--- src/rtl/cdc_event_sched.sv ---
// cdc_event_sched: shares one single-bit toggle CDC path between N_REQ
// event requesters. Pending events are granted round-robin. Each grant
// flips o_toggle and then waits for the synchronized acknowledge toggle to
// match it. A watchdog parks the block in ERR if the handshake is lost.
//
// state   | meaning
// --------+----------------------------------------------------------
// S_IDLE  | no transfer in flight; grant the next pending requester
// S_SETUP | o_id is stable; flip o_toggle on exit
// S_WAIT  | waiting for i_ack_sync == o_toggle; watchdog counting
// S_ERR   | handshake lost; hold until i_clr_err with ack re-aligned
module cdc_event_sched #(
  parameter int  N_REQ       = 4,
  parameter int  TIMEOUT_CYC = 1023,
  localparam int ID_W        = $clog2(N_REQ)
) (
  input  logic             clk,
  input  logic             rst,
  input  logic [N_REQ-1:0] i_req,
  input  logic             i_ack_sync,
  input  logic             i_clr_err,
  output logic             o_toggle,
  output logic [ID_W-1:0]  o_id,
  output logic [N_REQ-1:0] o_pend,
  output logic [N_REQ-1:0] o_done,
  output logic             o_timeout
);

  localparam int TW = $clog2(TIMEOUT_CYC);

  typedef enum logic [1:0] {S_IDLE, S_SETUP, S_WAIT, S_ERR} state_t;

  state_t          state, state_nxt;
  logic [ID_W-1:0] last, last_nxt;
  logic [ID_W-1:0] id_nxt;
  logic            toggle_nxt;
  logic [TW-1:0]   timer, timer_nxt;
  logic [N_REQ-1:0] clr_vec, done_vec;
  logic            timeout_evt;
  logic            ack_match;

  logic            found_hi, found_lo;
  logic [ID_W-1:0] idx_hi, idx_lo, grant_idx;

  assign ack_match = (i_ack_sync == o_toggle);

  // Round-robin search: first pending index above `last`, else the lowest pending index.
  always_comb begin
    found_hi = 1'b0;
    found_lo = 1'b0;
    idx_hi   = '0;
    idx_lo   = '0;
    for (int i = 0; i < N_REQ; i++) begin
      if (!found_hi && o_pend[i] && (i > int'(last))) begin
        found_hi = 1'b1;
        idx_hi   = ID_W'(i);
      end
      if (!found_lo && o_pend[i]) begin
        found_lo = 1'b1;
        idx_lo   = ID_W'(i);
      end
    end
    grant_idx = found_hi ? idx_hi : idx_lo;
  end

  // Next-state logic, handshake decisions and watchdog.
  always_comb begin
    state_nxt   = state;
    toggle_nxt  = o_toggle;
    id_nxt      = o_id;
    last_nxt    = last;
    timer_nxt   = timer;
    clr_vec     = '0;
    done_vec    = '0;
    timeout_evt = 1'b0;
    case (state)
      S_IDLE: begin
        if (|o_pend) begin
          id_nxt    = grant_idx;
          last_nxt  = grant_idx;
          state_nxt = S_SETUP;
        end
      end
      S_SETUP: begin
        toggle_nxt = ~o_toggle;
        timer_nxt  = '0;
        state_nxt  = S_WAIT;
      end
      S_WAIT: begin
        if (ack_match) begin
          done_vec  = N_REQ'(1) << o_id;
          clr_vec   = N_REQ'(1) << o_id;
          state_nxt = S_IDLE;
        end else if (timer == TW'(TIMEOUT_CYC - 1)) begin
          timeout_evt = 1'b1;
          clr_vec     = N_REQ'(1) << o_id;
          state_nxt   = S_ERR;
        end else begin
          timer_nxt = timer + TW'(1);
        end
      end
      S_ERR: begin
        if (i_clr_err && ack_match) state_nxt = S_IDLE;
      end
      default: state_nxt = S_IDLE;
    endcase
  end

  // State register.
  always_ff @(posedge clk or posedge rst) begin
    if (rst) state <= S_IDLE;
    else     state <= state_nxt;
  end

  // Datapath registers; a new request beats a same-cycle clear, a timeout beats a same-cycle error clear.
  always_ff @(posedge clk or posedge rst) begin
    if (rst) begin
      o_toggle  <= 1'b0;
      o_id      <= '0;
      last      <= ID_W'(N_REQ - 1);
      timer     <= '0;
      o_pend    <= '0;
      o_done    <= '0;
      o_timeout <= 1'b0;
    end else begin
      o_toggle <= toggle_nxt;
      o_id     <= id_nxt;
      last     <= last_nxt;
      timer    <= timer_nxt;
      o_pend   <= (o_pend & ~clr_vec) | i_req;
      o_done   <= done_vec;
      if (timeout_evt)    o_timeout <= 1'b1;
      else if (i_clr_err) o_timeout <= 1'b0;
    end
  end

endmodule

--- config.mk ---
export PLATFORM = sky130hd
export DESIGN_NAME = cdc_event_sched
export DESIGN_NICKNAME = d
export VERILOG_FILES = /design/src/rtl/cdc_event_sched.sv
export SDC_FILE = /design/constraint.sdc
export NUM_CORES = 1
export LEC_CHECK = 0
export BUFFER_PORTS_ARGS = -buffer_cell sky130_fd_sc_hd__buf_2
export CELL_PAD_IN_SITES_DETAIL_PLACEMENT = 1
export CELL_PAD_IN_SITES_GLOBAL_PLACEMENT = 2
export CORE_ASPECT_RATIO = 0.7
export CORE_MARGIN = 2
export CORE_UTILIZATION = 35
export DETAILED_ROUTE_END_ITERATION = 16
export GPL_TIMING_DRIVEN = 0
export PLACE_DENSITY_LB_ADDON = 0.1
export SLEW_MARGIN = 20
export SYNTH_ARGS = -nofsm -noshare
export SYNTH_HDL_FRONTEND = slang
export SYNTH_SLANG_ARGS = --single-unit
--- constraint.sdc ---
create_clock -name clk -period 1.9 [get_ports clk]
set_clock_uncertainty 0.05 [all_clocks]
set_input_delay 0.38 -clock clk [delete_from_list [all_inputs] [get_ports clk]]
set_output_delay 0.38 -clock clk [all_outputs]
set_load 0.005 [all_outputs]
### After elaboration in Yosys (flattened, before gate mapping)

Cells that the tools add are included.

| word-level totals | value |
|---|---|
| register bits after elaboration | 26 |
| latch bits | 0 |
| memory bits (writable) | 0 |
| ROM bits | 0 |
| input bits | 8 |
| output and inout bits | 12 |
| logic and storage cells | 79 |
| memories | 0 |

| cells by class | value |
|---|---|
| add/subtract/negate cells | 1 |
| $mul | 0 |
| div/mod/pow operators | 0 |
| order comparisons | 3 |
| equality and inequality tests | 10 |
| shift-type cells | 1 |
| multiplexer cells | 31 |
| bitwise logic cells | 4 |
| reduce and logical (&&, ||, !) cells | 21 |

Operators with widths:

| kind | count |
|---|---|
| 2-to-1 mux 10 bit | 2 |
| 2-to-1 mux 4 bit | 5 |
| case mux 10 bit (2 select lines) | 1 |
| 2-to-1 mux 2 bit | 9 |
| 2-to-1 mux 1 bit | 13 |
| adder 10 x 1 -> 10 bit (second input constant) | 1 |
| equality test 10 bit (second input constant) | 1 |
| logical AND 1 bit | 9 |
| != test 2 bit (second input constant) | 4 |
| case mux 2 bit (4 select lines) | 1 |
| AND reduction 3 bit | 2 |
| zero test 1 bit | 5 |
| AND 4 bit | 1 |
| equality test 2 bit (second input constant) | 2 |
| greater-than comparator 2 bit (first input constant) | 2 |
| inverter 4 bit | 1 |
| bitwise OR 4 bit | 1 |
| nonzero test 2 bit | 2 |
| OR reduction 4 bit | 1 |
| left shift 1 x 2 -> 4 bit (first input constant) | 1 |
| != test 3 bit (second input constant) | 1 |
| equality test 2 x 1 -> 1 bit (second input constant) | 1 |
| greater-than comparator 1 x 2 -> 1 bit (first input constant) | 1 |
| zero test 2 bit | 1 |
| 3 further kinds | 3 |

### Depth between registers and ports, before layout

Gate-level depths: netlist of the first run.

| depth | value |
|---|---|
| word-level depth | 12 |
| gate-level depth with buffers | 7 |
| gate-level depth less buffers | 6 |

### Least setup slack after synthesis of the first run

OpenSTA, ideal clock, no wires.

| timing path | value |
|---|---|
| kind | register -> register |
| start | reg timer[0] |
| end | reg timer[4] |
| setup time | 0.140 ns |
| arrival time | 1.520 ns |
| data required time | 1.710 ns |
| slack | 0.190 ns |
| cell stages (with the launch flop) | 7 |
| path buffers | 0 |
| path through | dfrtp_1 -> inv_1 -> ha_1 -> and3_1 -> a41o_2 -> o311ai_0 -> o41ai_1 |

| between the ends | value |
|---|---|
| longest elaborated chain between the ends | 4 |
| elaborated cells on any way between the ends | 7 |
| classes of those cells | add/sub (1); eq/ne (2); mux (3); reduce/logical (1) |

RTL lines:

| what | line | RTL |
|---|---|---|
| from (decl) | 37 | `logic [TW-1:0] timer, timer_nxt;` |
| from (signal assigned) | 129 | `timer <= timer_nxt;` |
| adder 10 x 1 -> 10 bit | 99 | `timer_nxt = timer + TW'(1);` |
| 2-to-1 mux 10 bit | 94 | `end else if (timer == TW'(TIMEOUT_CYC - 1)) begin` |
| 2-to-1 mux 10 bit | 90 | `if (ack_match) begin` |
| case mux 10 bit (2 select lines) | 76 | `case (state)` |

Several ways; a longest one is shown, not always the timed one. The select of a mux whose other input is x is not followed.
A chain may end at the register's enable or synchronous reset.

### Final worst setup path of the first run

| timing path | value |
|---|---|
| start | reg timer[1] |
| end | reg timer[9] |

The elaborated chain is that of the path after synthesis.

==> metrics, run 1 <==
clk_lat worst skew=~0.27 ns; sequential element share of the synthesized area=between 40 and 50%; area grow syn2layout=18.0%; sw frac=between 30% and 40%; DR vias=~1,100; global-route wire length before repair=5.64 mm; EDFF count, synth=0; routed len/inst=between 15 and 20 um; Cell Area, Synth=around 1300 um^2; worst path cell trace=ha_1 -> and3_2 -> a211oi_2 -> a31oi_1 -> a41o_1; maximum VDD drop=between 0.5 and 0.6 mV; Core Region=approximately 3600 um^2; initial core utilization=37.2%; fraction of registers with async set/reset=100%; Comb pwr share=42.7%; Syn Area/Cell=just under 10 um^2; maxcap violations=0; top cells by area, synth=dfrtp_1 (45%), dfstp_2 (3.9%), nand2_1 (3.9%); router iterations before antenna repair=2; DRC=0; RePlAce Congestion=~0.82; # rows=18; most frequent cells in the layout=dfrtp_1 (24), buf_2 (20), nand2_1 (14); power density cells=~1300 nW/um^2; Reg clk slew, reported paths=roughly 0.09 ns; Final Routed Wirelength=between 3 and 4 mm; n_diodes=0; chip width=77.7 um; Final HPWL DP=2.41 mm; die span in y=~56 um; Max-slew headroom=between 30% and 40%; critical path class=reg -> reg; commonest non-fill, non-tap cell in the layout=dfrtp_1; Post-synth top flop=dfrtp_1; status=completed; final hold vios=0; GRT Util Overall=about 17%; largest net degree at the start of global routing=27; Clk pwr share=17.4%; Inst Count DP=between 200 and 250; sequential power share=39.9%; hold crit path type=in -> async; worst-path maximum fanout=5; Slew Viols, Final=0; Iter 0 DRT Violations=95; clk sinks=26; critical path's slowest cell=a211oi_2; post-synth top area share=45.1%; Leak=0.000696 uW; cell internal pwr=around 1300 uW; Net Count, Synth=~140; setup TNS=0 ns; Period minus WS final=1.81 ns; # nets final=around 170; CTS Buf Count=3; vias per cell=around 5.4; H-tree depth=1; critical path launch point type=flip-flop; Fin Hold WS=roughly 0.14 ns; port bufs=19; Final period util=95.3%; Ports=20; Finished Layout Cells=between 200 and 250; cell family with most CP delay=compound AO/OA/AOI/OAI gates; Syn. warnings=0; final core occ=between 40% and 50%; Clock Path Buffers=2; Synth area leader=dfrtp_1; crit path DAT=1.93 ns; Die Area=4320 um^2; CP Capture Type=flip-flop; critical path required time=slightly above 2 ns; Switch Pwr=~820 uW; CP max stage delay=between 0.4 and 0.5 ns; synthesized instance count=between 100 and 150; CTS tree=built; final setup vio count=0; CTS Hold Buffers Added=0; FF+latch count, synth=26; total congestion overflow=0; Total Power=2080 uW; Worst-Margin Slew=around 0.95 ns; post-synthesis cell type count=45; fmax=~0.55 GHz; clock root cell=clkbuf_8; vias in the first global route=~1,100; Worst Path Buf+Inv=0; antenna-violating nets left=0; initial antenna violation count=0; layout cell share with drive strength beyond 1=between 20% and 30%; RSZ-0062 raised after global routing=no
## flip-flops by register name (all words and copies together), names as in the netlist
name	cells
o_pend	4
o_id	2
last	2
o_toggle	1
o_timeout	1
state	2
timer	10
o_done	4
## layer usage
layer	part of all wire (%)	GRT usage, %
met1	54	25.6
met2	42	23.2
met3	3.6	4.38
met4	0.48	3.83
met5	0	0
## kinds of logic after synthesis
logic type      count (synthesis)  synth area share [%]
compound gates                 28                  16.5
xor+xnor                        4                  2.63
fa+ha+maj                       2                  1.88
buf+inv                        12                  4.04
flops                          26                  49.1
mux                             2                  1.50
simple gates                   60                  24.3
## Yosys cell counts (2+ instances only)
cell type   n
xnor2_1     3
nor4_1      2
clkbuf_1    5
and3_1      2
dfstp_2     2
dfrtp_1    24
nand2_1    14
ha_1        2
o211ai_1    2
mux2i_1     2
inv_1       5
nor2b_1     5
a21o_1      4
nand4b_1    3
o21a_1      2
nand3_1     5
o21ai_0     3
nor3_1      5
nand3b_1    3
nand4_1     2
o221ai_1    2
nor2_1      9
a21oi_1     3
nand2b_1    4
## metrics by stage
stage / cell area [um^2] / worst slack (ns)
2_1_floorplan: 1330 / 0.190
3_3_place_gp: 1490 / -0.0128
3_5_place_dp: 1490 / -0.0516
4_1_cts: 1560 / 0.0137
5_1_grt: 1570 / 0.00895
6_report: 1570 / 0.0885
## what timing repair did
action | 4_1_cts | 5_1_grt
gates cloned | 0 | 0
setup endpoints to repair | 2 | 4
pin swaps | 0 | 0
setup buffers | 1 | 0
gates resized for setup | 1 | 4
endpoints found under the hold margin | 0 | 0
## final timing paths
kind / slack [ns] / end / cells after the start / start
max: 0.09 / timer[9] / 5 / timer[1]
min: 0.14 / o_done[0] / 2 / rst
max reg2reg: 0.09 / timer[9] / 5 / timer[1]
min reg2reg: 0.46 / last[1] / 2 / last[1]
max in group asynchronous: 1.22 / timer[9] / 2 / rst
min in group clk: 0.23 / o_pend[3] / 2 / i_req[3]
## worst reg2reg max path: stages, from the launching register on
cell and delay, ns:
dfrtp_1 0.42, ha_1 0.20, and3_2 0.26, a211oi_2 0.43, a31oi_1 0.14, a41o_1 0.22
## layout make-up
cell class / count / area, um^2
fill: 433 / 2010
sequential: 26 / 653
multi-input combinational: 96 / 643
timing repair buffer: 20 / 103
tap: 50 / 62.6
clock buffer: 4 / 55.1
buffer: 7 / 35.0
inverter: 5 / 18.8
## power groups by stage
stage	Sequential, uW	Combinational (uW)	Clock [uW]
4_1_cts	830	870	379
5_1_grt	855	998	398
6_report	829	886	361
3_5_place_dp	845	831	0
3_3_place_gp	833	817	0
2_1_floorplan	817	585	0
Note: power is estimated with default switching activity, not from simulation.
==> inputs of run 2 (changes only) <==
- CORE_ASPECT_RATIO: 0.7 -> unset
- CORE_UTILIZATION: 35 -> 30
==> run 2 against run 1 <==
Cell count up 0.96%. Wire length grew 0.24%. Total power grew 5.4%. Die area is 15% higher. Critical path depth grew 1. Register-to-register slack hardly changed. Global-route usage fell by 2.1 points. Critical endpoint unchanged. Largest cell class is now multi-input gates.
==> metrics, run 2 (synthesis results as in run 1) <==
status=completed; n_diodes=0; Reg with most FFs=timer; DRC=0; antenna-violating nets left=0; RePlAce Congestion=around 0.75; CTS tree=built; chip width=around 70 um; Ports=20; initial core utilization=between 30% and 40%; layout cell share with drive strength beyond 1=between 20 and 30%; largest net degree at the start of global routing=27; commonest non-fill, non-tap cell in the layout=dfrtp_1; initial antenna violation count=0; Leak=around 0.00071 uW; biggest regs=timer x10, o_done x4, o_pend x4; Reg clk slew, reported paths=0.10 ns; Period minus WS final=1.82 ns; area grow syn2layout=20.4%; worst-path maximum fanout=5; power density cells=~1400 nW/um^2; setup TNS=0 ns; router iterations before antenna repair=4; vias in the first global route=roughly 1,200; hold crit path type=in -> async; Max-slew headroom=about three fifths; critical path launch point type=flip-flop; clock root cell=clkbuf_8; Slew Viols, Final=0; RSZ-0062 raised after global routing=yes; Final HPWL DP=roughly 2.4 mm; maxcap violations=0; crit path DAT=between 1.5 and 2 ns; die span in y=just over 70 um; maximum VDD drop=~0.55 mV; critical path required time=approximately 2.0 ns; CTS Hold Buffers Added=0; clk_lat worst skew=between 0.2 and 0.3 ns; Worst-Margin Slew=roughly 0.57 ns; Worst R2R Path Depth=6; final setup vio count=0; final hold vios=0; # rows=24; most frequent cells in the layout=dfrtp_1 (23), buf_2 (20), nand2_1 (14); # nets final=around 170; Iter 0 DRT Violations=39; port bufs=19; clk sinks=26; GRT Util Overall=between 10% and 20%; total congestion overflow=0; # fillers=between 500 and 600; vias per cell=5.23; CP Capture Type=flip-flop; Core Region=4320 um^2; H-tree depth=1; CTS Buf Count=3; fmax=approximately 0.55 GHz; critical path class=reg -> reg; DR vias=~1,100; final core occ=a little under two fifths; Final Routed Wirelength=~3.3 mm; max reg flops=10; Clock Path Buffers=2; routed len/inst=about 16 um; global-route wire length before repair=5.78 mm; Die Area=~5000 um^2; Final period util=between 90% and 100%
## run 2: cell types whose count changed in the layout (fill, tap and decap cells not counted), sizes merged
cell | before | now
clkinv | 1 | 0
inv | 4 | 5
bufinv | 0 | 1
clkbuf | 9 | 8
## run 2: layout make-up
type | instances | area, um^2 | share of cell area (%)
clock inverter | 1 | 30.0 | 1.87
multi-input combinational | 96 | 656 | 40.9
buffer | 7 | 35.0 | 2.19
timing repair buffer | 20 | 103 | 6.40
clock buffer | 3 | 41.3 | 2.58
sequential | 26 | 654 | 40.8
tap | 52 | 65.1 | 4.06
inverter | 5 | 18.8 | 1.17
## run 2: metrics by stage
stage | total power (uW) | cell area (um^2) | hold WS, ns | setup WS (ns) | cells
after floorplan | 1400 | 1330 | 0.369 | 0.190 | 134
after global placement | 1650 | 1490 | 0.428 | -0.0526 | 205
after detailed placement | 1680 | 1490 | 0.437 | -0.0804 | 205
after CTS | 2190 | 1570 | 0.217 | 0.0147 | 209
after global routing | 2350 | 1600 | 0.157 | -0.0105 | 210
final | 2190 | 1600 | 0.0941 | 0.0773 | 210
## run 2: timing repair
action	CTS	global route
setup endpoints to repair	4	7
gates resized for setup	3	5
buffers inserted	0	1
pin swaps	0	0
## run 2: worst max-delay path: stages (launching register included)
cell and delay [ns]:
dfrtp_2 0.41, inv_1 0.05, ha_1 0.18, and3_2 0.25
a211oi_2 0.41, a31oi_1 0.14, a41o_1 0.22
## run 2: power by group
group / internal [uW] / switching, uW
sequential: 698 / 142
combinational: 366 / 504
clock: 282 / 196
## run 2: path summary, 6_finish.rpt
check / start / to / slack [ns]
min reg2reg: last[1] / last[1] / 0.45
min: rst / o_toggle / 0.09
max in group asynchronous: rst / timer[0] / 1.29
max reg2reg: timer[0] / timer[9] / 0.08
max: timer[0] / timer[9] / 0.08
min in group clk: i_req[3] / o_pend[3] / 0.22
## run 2: layer usage
| metal | GRT usage (%) | wire, um | up-vias |
|---|---|---|---|
| li1 | - | - | 533 |
| met1 | 21.5 | 1640 | 539 |
| met2 | 22.4 | 1510 | 24 |
| met3 | 2.14 | 149 | 2 |
| met4 | 3.77 | 19 | 0 |
| met5 | 0 | 0 | - |
